<file path="config.mk">
export PLATFORM = sky130hd
export DESIGN_NAME = cell_particle_fetch
export DESIGN_NICKNAME = d
export VERILOG_FILES = /design/src/rtl/cell_particle_fetch_pkg.sv /design/src/rtl/particle_skid_fifo.sv /design/src/rtl/cell_particle_fetch.sv
export SDC_FILE = /design/constraint.sdc
export NUM_CORES = 1
export LEC_CHECK = 0
export ABC_CLOCK_PERIOD_IN_PS = 28800
export CAP_MARGIN = 20
export CORE_ASPECT_RATIO = 1.4
export CORE_MARGIN = 3
export CORE_UTILIZATION = 55
export CTS_CLUSTER_SIZE = 14
export DETAILED_ROUTE_END_ITERATION = 16
export PLACE_DENSITY = 0.81
export RECOVER_POWER = 25
export SYNTH_ARGS = -nofsm -noshare
export SYNTH_HDL_FRONTEND = slang
export SYNTH_HIERARCHICAL = 1
export SYNTH_SLANG_ARGS = --single-unit
</file>
<file path="constraint.sdc">
create_clock -name clk -period 28.8 [get_ports clk]
set_input_delay 2.88 -clock clk [delete_from_list [all_inputs] [get_ports clk]]
set_output_delay 2.88 -clock clk [all_outputs]
set_load 0.1 [all_outputs]
</file>
<file path="src/rtl/cell_particle_fetch_pkg.sv">
// Shared constants and state encoding for the cell particle fetch engine.
package cell_particle_fetch_pkg;

    localparam int MEM_RD_LATENCY = 2;
    localparam int COUNT_ADDR     = 0;
    localparam int WAIT_W         = $clog2(MEM_RD_LATENCY) + 1;

    typedef enum logic [2:0] {
        ST_IDLE     = 3'd0,
        ST_RD_CNT   = 3'd1,
        ST_WAIT_CNT = 3'd2,
        ST_STREAM   = 3'd3,
        ST_DRAIN    = 3'd4,
        ST_FINISH   = 3'd5
    } fetch_state_e;

endpackage

</file>
<file path="src/rtl/particle_skid_fifo.sv">
// First-word-fall-through skid FIFO; a push into an empty FIFO is visible on
// rd_data in the same cycle and is not stored if it is popped immediately.
module particle_skid_fifo #(
    parameter  int WIDTH = 8,
    parameter  int DEPTH = 4,
    localparam int PTR_W = $clog2(DEPTH),
    localparam int CNT_W = PTR_W + 1
) (
    input  logic             clk,
    input  logic             rst,
    input  logic             push,
    input  logic [WIDTH-1:0] wr_data,
    input  logic             pop,
    output logic [WIDTH-1:0] rd_data,
    output logic             full,
    output logic             empty,
    output logic [CNT_W-1:0] count
);

    logic [WIDTH-1:0] store_q [DEPTH];
    logic [PTR_W-1:0] wr_ptr_q, wr_ptr_d;
    logic [PTR_W-1:0] rd_ptr_q, rd_ptr_d;
    logic [CNT_W-1:0] count_q, count_d;
    logic             do_store, do_take;

    assign empty = (count_q == '0);
    assign full  = (count_q == CNT_W'(DEPTH));
    assign count = count_q;

    // Empty FIFO outputs zero unless the incoming word bypasses storage.
    assign rd_data = !empty ? store_q[rd_ptr_q] : (push ? wr_data : '0);

    always_comb begin
        do_store = push && !(empty && pop);
        do_take  = pop && !empty;
        wr_ptr_d = wr_ptr_q + PTR_W'(do_store);
        rd_ptr_d = rd_ptr_q + PTR_W'(do_take);
        count_d  = count_q + CNT_W'(do_store) - CNT_W'(do_take);
    end

    always_ff @(posedge clk or posedge rst) begin
        if (rst) begin
            wr_ptr_q <= '0;
            rd_ptr_q <= '0;
            count_q  <= '0;
        end else begin
            wr_ptr_q <= wr_ptr_d;
            rd_ptr_q <= rd_ptr_d;
            count_q  <= count_d;
        end
    end

    // NOTE: storage has no reset; the pointers and count alone define what is valid.
    always_ff @(posedge clk) begin
        if (do_store) begin
            store_q[wr_ptr_q] <= wr_data;
        end
    end

endmodule

</file>
<file path="src/rtl/cell_particle_fetch.sv">
// Reads a cell's particle count from address 0, then streams particles 1..count
// through a skid FIFO with reads throttled so returned data is never dropped.
module cell_particle_fetch
    import cell_particle_fetch_pkg::*;
#(
    parameter int DATA_WIDTH = 96,
    parameter int ADDR_WIDTH = 8,
    parameter int FIFO_DEPTH = 4
) (
    input  logic                  clk,
    input  logic                  rst,
    input  logic                  start,
    output logic [ADDR_WIDTH-1:0] mem_address,
    output logic                  mem_rden,
    output logic                  mem_wren,
    input  logic [DATA_WIDTH-1:0] mem_q,
    output logic [DATA_WIDTH-1:0] out_data,
    output logic [ADDR_WIDTH-1:0] out_pid,
    output logic                  out_valid,
    input  logic                  out_ready,
    output logic                  out_last,
    output logic                  busy,
    output logic                  done
);

    localparam int OCC_W   = $clog2(FIFO_DEPTH) + 1;
    localparam int ENTRY_W = 1 + ADDR_WIDTH + DATA_WIDTH;

    fetch_state_e                state_q, state_d;
    logic [WAIT_W-1:0]           wait_q, wait_d;
    logic [ADDR_WIDTH-1:0]       count_q, count_d;
    logic [ADDR_WIDTH:0]         next_addr_q, next_addr_d;
    logic [MEM_RD_LATENCY-1:0]   rd_vld_q, rd_vld_d;
    logic [ADDR_WIDTH-1:0]       rd_pid_q [MEM_RD_LATENCY];
    logic [ADDR_WIDTH-1:0]       rd_pid_d [MEM_RD_LATENCY];

    logic                        issue;
    logic [OCC_W:0]              pending;
    logic                        ret_valid;
    logic [ADDR_WIDTH-1:0]       ret_pid;
    logic [ENTRY_W-1:0]          ret_entry, head_entry;
    logic                        fifo_full, fifo_empty, pop;
    logic [OCC_W-1:0]            fifo_count;

    assign mem_wren  = 1'b0;
    assign busy      = (state_q != ST_IDLE);
    assign done      = (state_q == ST_FINISH);

    assign ret_valid = rd_vld_q[MEM_RD_LATENCY-1];
    assign ret_pid   = rd_pid_q[MEM_RD_LATENCY-1];
    assign ret_entry = {(ret_pid == count_q), ret_pid, mem_q};
    assign out_valid = !fifo_empty || ret_valid;
    assign pop       = out_valid && out_ready;
    assign {out_last, out_pid, out_data} = head_entry;

    // Every read still in flight already owns a FIFO slot.
    assign pending = (OCC_W+1)'(fifo_count) + (OCC_W+1)'($countones(rd_vld_q));

    // NOTE: every signal gets a default first so no branch can infer a latch.
    always_comb begin
        state_d     = state_q;
        wait_d      = wait_q;
        count_d     = count_q;
        next_addr_d = next_addr_q;
        mem_rden    = 1'b0;
        mem_address = '0;
        issue       = 1'b0;

        case (state_q)
            ST_IDLE: begin
                if (start) state_d = ST_RD_CNT;
            end
            ST_RD_CNT: begin
                mem_rden    = 1'b1;
                mem_address = ADDR_WIDTH'(COUNT_ADDR);
                wait_d      = '0;
                state_d     = ST_WAIT_CNT;
            end
            ST_WAIT_CNT: begin
                if (wait_q == WAIT_W'(MEM_RD_LATENCY - 1)) begin
                    count_d     = mem_q[ADDR_WIDTH-1:0];
                    next_addr_d = (ADDR_WIDTH+1)'(1);
                    state_d     = (mem_q[ADDR_WIDTH-1:0] == '0) ? ST_FINISH : ST_STREAM;
                end else begin
                    wait_d = wait_q + WAIT_W'(1);
                end
            end
            ST_STREAM: begin
                if (!fifo_full && pending < (OCC_W+1)'(FIFO_DEPTH)) begin
                    issue       = 1'b1;
                    mem_rden    = 1'b1;
                    mem_address = next_addr_q[ADDR_WIDTH-1:0];
                    next_addr_d = next_addr_q + (ADDR_WIDTH+1)'(1);
                    if (next_addr_q == {1'b0, count_q}) state_d = ST_DRAIN;
                end
            end
            ST_DRAIN: begin
                if (pop && out_last) state_d = ST_FINISH;
            end
            ST_FINISH: begin
                state_d = ST_IDLE;
            end
            default: begin
                state_d = ST_IDLE;
            end
        endcase

        rd_vld_d[0] = issue;
        rd_pid_d[0] = next_addr_q[ADDR_WIDTH-1:0];
        for (int i = 1; i < MEM_RD_LATENCY; i++) begin
            rd_vld_d[i] = rd_vld_q[i-1];
            rd_pid_d[i] = rd_pid_q[i-1];
        end
    end

    always_ff @(posedge clk or posedge rst) begin
        if (rst) begin
            state_q     <= ST_IDLE;
            wait_q      <= '0;
            count_q     <= '0;
            next_addr_q <= '0;
            rd_vld_q    <= '0;
        end else begin
            state_q     <= state_d;
            wait_q      <= wait_d;
            count_q     <= count_d;
            next_addr_q <= next_addr_d;
            rd_vld_q    <= rd_vld_d;
        end
    end

    // Tags only matter alongside rd_vld_q, which is reset.
    always_ff @(posedge clk) begin
        rd_pid_q <= rd_pid_d;
    end

    particle_skid_fifo #(
        .WIDTH (ENTRY_W),
        .DEPTH (FIFO_DEPTH)
    ) u_fifo (
        .clk     (clk),
        .rst     (rst),
        .push    (ret_valid),
        .wr_data (ret_entry),
        .pop     (pop),
        .rd_data (head_entry),
        .full    (fifo_full),
        .empty   (fifo_empty),
        .count   (fifo_count)
    );

endmodule

</file>
==> impl_metrics.tcl <==
set metrics [dict create \
    status "finished, violations left" \
    violations "max-capacitance violations, max-slew violations" \
    die_y_um 227.6 \
    fin_cells 1693 \
    area_growth_pct 20.41 \
    holdCritPathClass "reg -> reg" \
    core_area_um2 34330 \
    netlist_instances 984 \
    numCtsBuffers 43 \
    worstMarginPinSlew_ns 1.974 \
    die_area_um2 37390 \
    first_global_vias 10680 \
    synth_warnings 6 \
    end_kind "primary output" \
    clock_path_buffers 3 \
    vias_per_cell 5.835 \
    cts_resized 0 \
    syn_nets 1090 \
    min_delay_path_depth 0 \
    grt_max_degree 69 \
    fin_nets 1313 \
    rsz0062_at_grt "false" \
    drt-initial-drc-count 745 \
    routed_wl_um 39160 \
    port_buffers 216 \
    cp.required_ns 25.92 \
    cts_root_buf "clkbuf_16" \
    fin_worst_skew_ns 0.01281 \
    setup_viol_count_final 0 \
    crit_arrival_ns 5.02 \
    num-fill-cells 2242 \
    fmax_mhz 126.6 \
    regToRegSetupSlack_ns 24.37 \
    synth_ff_type "edfxtp_1" \
    num_vias 9878 \
    synth_seq_area_share 0.7106 \
    wl_per_cell_um 23.13 \
    num_rows 80 \
    holdPathEnd "ret_pid[2]$_DFF_P_" \
    drv_slew 60 \
    multi_input_area_um2 5315 \
    clkSinkCount 467 \
    clock_latency_ns 0.54 \
    firstDrtPassIters 5 \
    slew_headroom -0.3157 \
    grt_most_used_layer "met2" \
    finalHoldViolCount 0 \
    avgSynthCellArea_um2 19.60 \
    path_clk_slew_ns 0.06 \
    worstPathMaxFanout 7 \
    ios 218 \
    grt.overflow.total 0 \
    hold_start "rd_pid_d[2]$_DFF_P_" \
    reg2reg_depth 6 \
    finalCritPeriodShare 0.2743 \
    seqCellArea_um2 13720 \
    synth_area_um2 19290 \
    final_common_cell "edfxtp_1" \
    met3_usage 0.03240 \
    startpoint_type "primary input" \
    die_width_um 164.3 \
    ys_async_sr_fraction 0.06638 \
    grt_usage 0.2139 \
    crit_start "mem_q[5]" \
    drv_cap 1 \
    place.gp.congestion 0.8697 \
    fin_setup_tns_ns 0 \
    met1_usage 0.2703 \
    antenna_found_initial 5 \
    ys_seq_elements 467 \
    r2r_end "u_fifo/store_q[3][63]$_DFFE_PP_" \
    drc_errors 0 \
    ant_nets 0 \
    post-cts-setup-buffers 0 \
    holdBufCountCts 0 \
    mostFrequentLayoutCells "edfxtp_1 (420), clkdlybuf4s50_1 (167), mux2_2 (114)" \
    cts_tree "yes" \
    ys_types 54 \
    layout-drive-gt1-share 0.2486 \
    dp_hpwl_um 23430 \
    cts_max_level 2 \
    critical_path_class "in -> out" \
    period_needed_ns 7.898 \
    synth_edf_count 420 \
    grt_pass1_wl_um 61120 \
    use_met2 0.3821 \
    regToRegStartpoint "rd_vld_q[1]$_DFF_PP0_" \
    place_inst 1613 \
    floorplan.initialDensity 0.5618 \
]
-- Yosys cell counts, drive strengths merged (2+ instances only) --
master    n  area [um2]
nand2     6       25.03
or2       2       12.51
a211oi    2       20.02
nor2b     8       50.05
nand4     6       37.54
a21oi     6       30.03
o31ai     4       30.03
clkbuf   26       97.59
nand2b    4       25.02
and2    109       681.9
mux2    114        1284
inv       8       30.03
buf      28       185.2
a31oi     4       25.02
edfxtp  420       12610
nor4b     2       17.52
a22o      4       35.03
xnor2    19       173.9
nand3     5       25.02
ha        5       62.56
and3     10       65.06
mux4    105        2365
xor2      2       17.52
or4       6       48.80
nor4bb    2       20.02
nor4      2       12.51
nor2      8       30.03
dfxtp    16       320.3
dfrtp    31       775.7
mux2i     3       30.03
-- final cells by class --
type,count,area share
inverters,8,0.001293
diodes,3,0.0003232
repair buffers,232,0.09825
flip-flops and latches,467,0.5905
multi-input cells,455,0.2288
clock buffers,62,0.05338
clock inverters,15,0.003124
well taps,451,0.02429
-- critical path: stages --
cell and delay [ns]:
clkdlybuf4s50_1 0.64, and2_1 0.18, mux2_2 0.17, clkdlybuf4s50_1 1.13
-- logic make-up after synthesis --
| kind of cell | after synthesis | synth area share |
|---|---|---|
| multiplexers | 222 | 0.1907 |
| flip-flops | 467 | 0.7106 |
| AND/OR/NAND/NOR | 175 | 0.05669 |
| AO/OA/AOI/OAI | 30 | 0.01135 |
| other | 1 | 0.0001944 |
| buffers and inverters | 62 | 0.01622 |
| adder cells (fa/ha/maj) | 6 | 0.004281 |
| XOR/XNOR | 21 | 0.009924 |
-- worst max-delay path by stage --
stage / endpoint
after floorplan: u_fifo/store_q[0][0]$_DFFE_PP_
after global placement: out_data[5]
after detailed placement: out_data[6]
after CTS: out_data[6]
after global routing: out_data[42]
final: out_data[5]
-- layer usage --
metal | wire, um | share of wire
met1 | 14890 | 0.38
met2 | 21270 | 0.54
met3 | 1921 | 0.049
met4 | 1084 | 0.028
met5 | 0 | 0
-- stage by stage --
stage | cell area, um2 | setup slack (ns) | util | hold slack, ns
finish | 23230 | 20.90 | 0.6765 | 0.3261
global route | 23220 | 20.69 | 0.6765 | 0.3331
detailed placement | 21910 | 20.90 | 0.6381 | 0.3143
CTS | 23220 | 20.89 | 0.6763 | 0.3278
global placement | 21910 | 20.92 | 0.6381 | 0.3111
floorplan | 19290 | 13.97 | - | 0.3096
-- sequential cells by signal (all words and copies together) (netlist names) --
signal and flops:
ret_pid 8, wait_q 2, rd_vld_q 2, u_fifo/rd_ptr_q 2, state_q 3, u_fifo/wr_ptr_q 2
u_fifo/store_q 420, count_q 8, rd_pid_d 8, next_addr_q 9, u_fifo/count 3
Power is not shown: default switching activity piles up to over one toggle a cycle in this logic, so the estimate is an artifact.
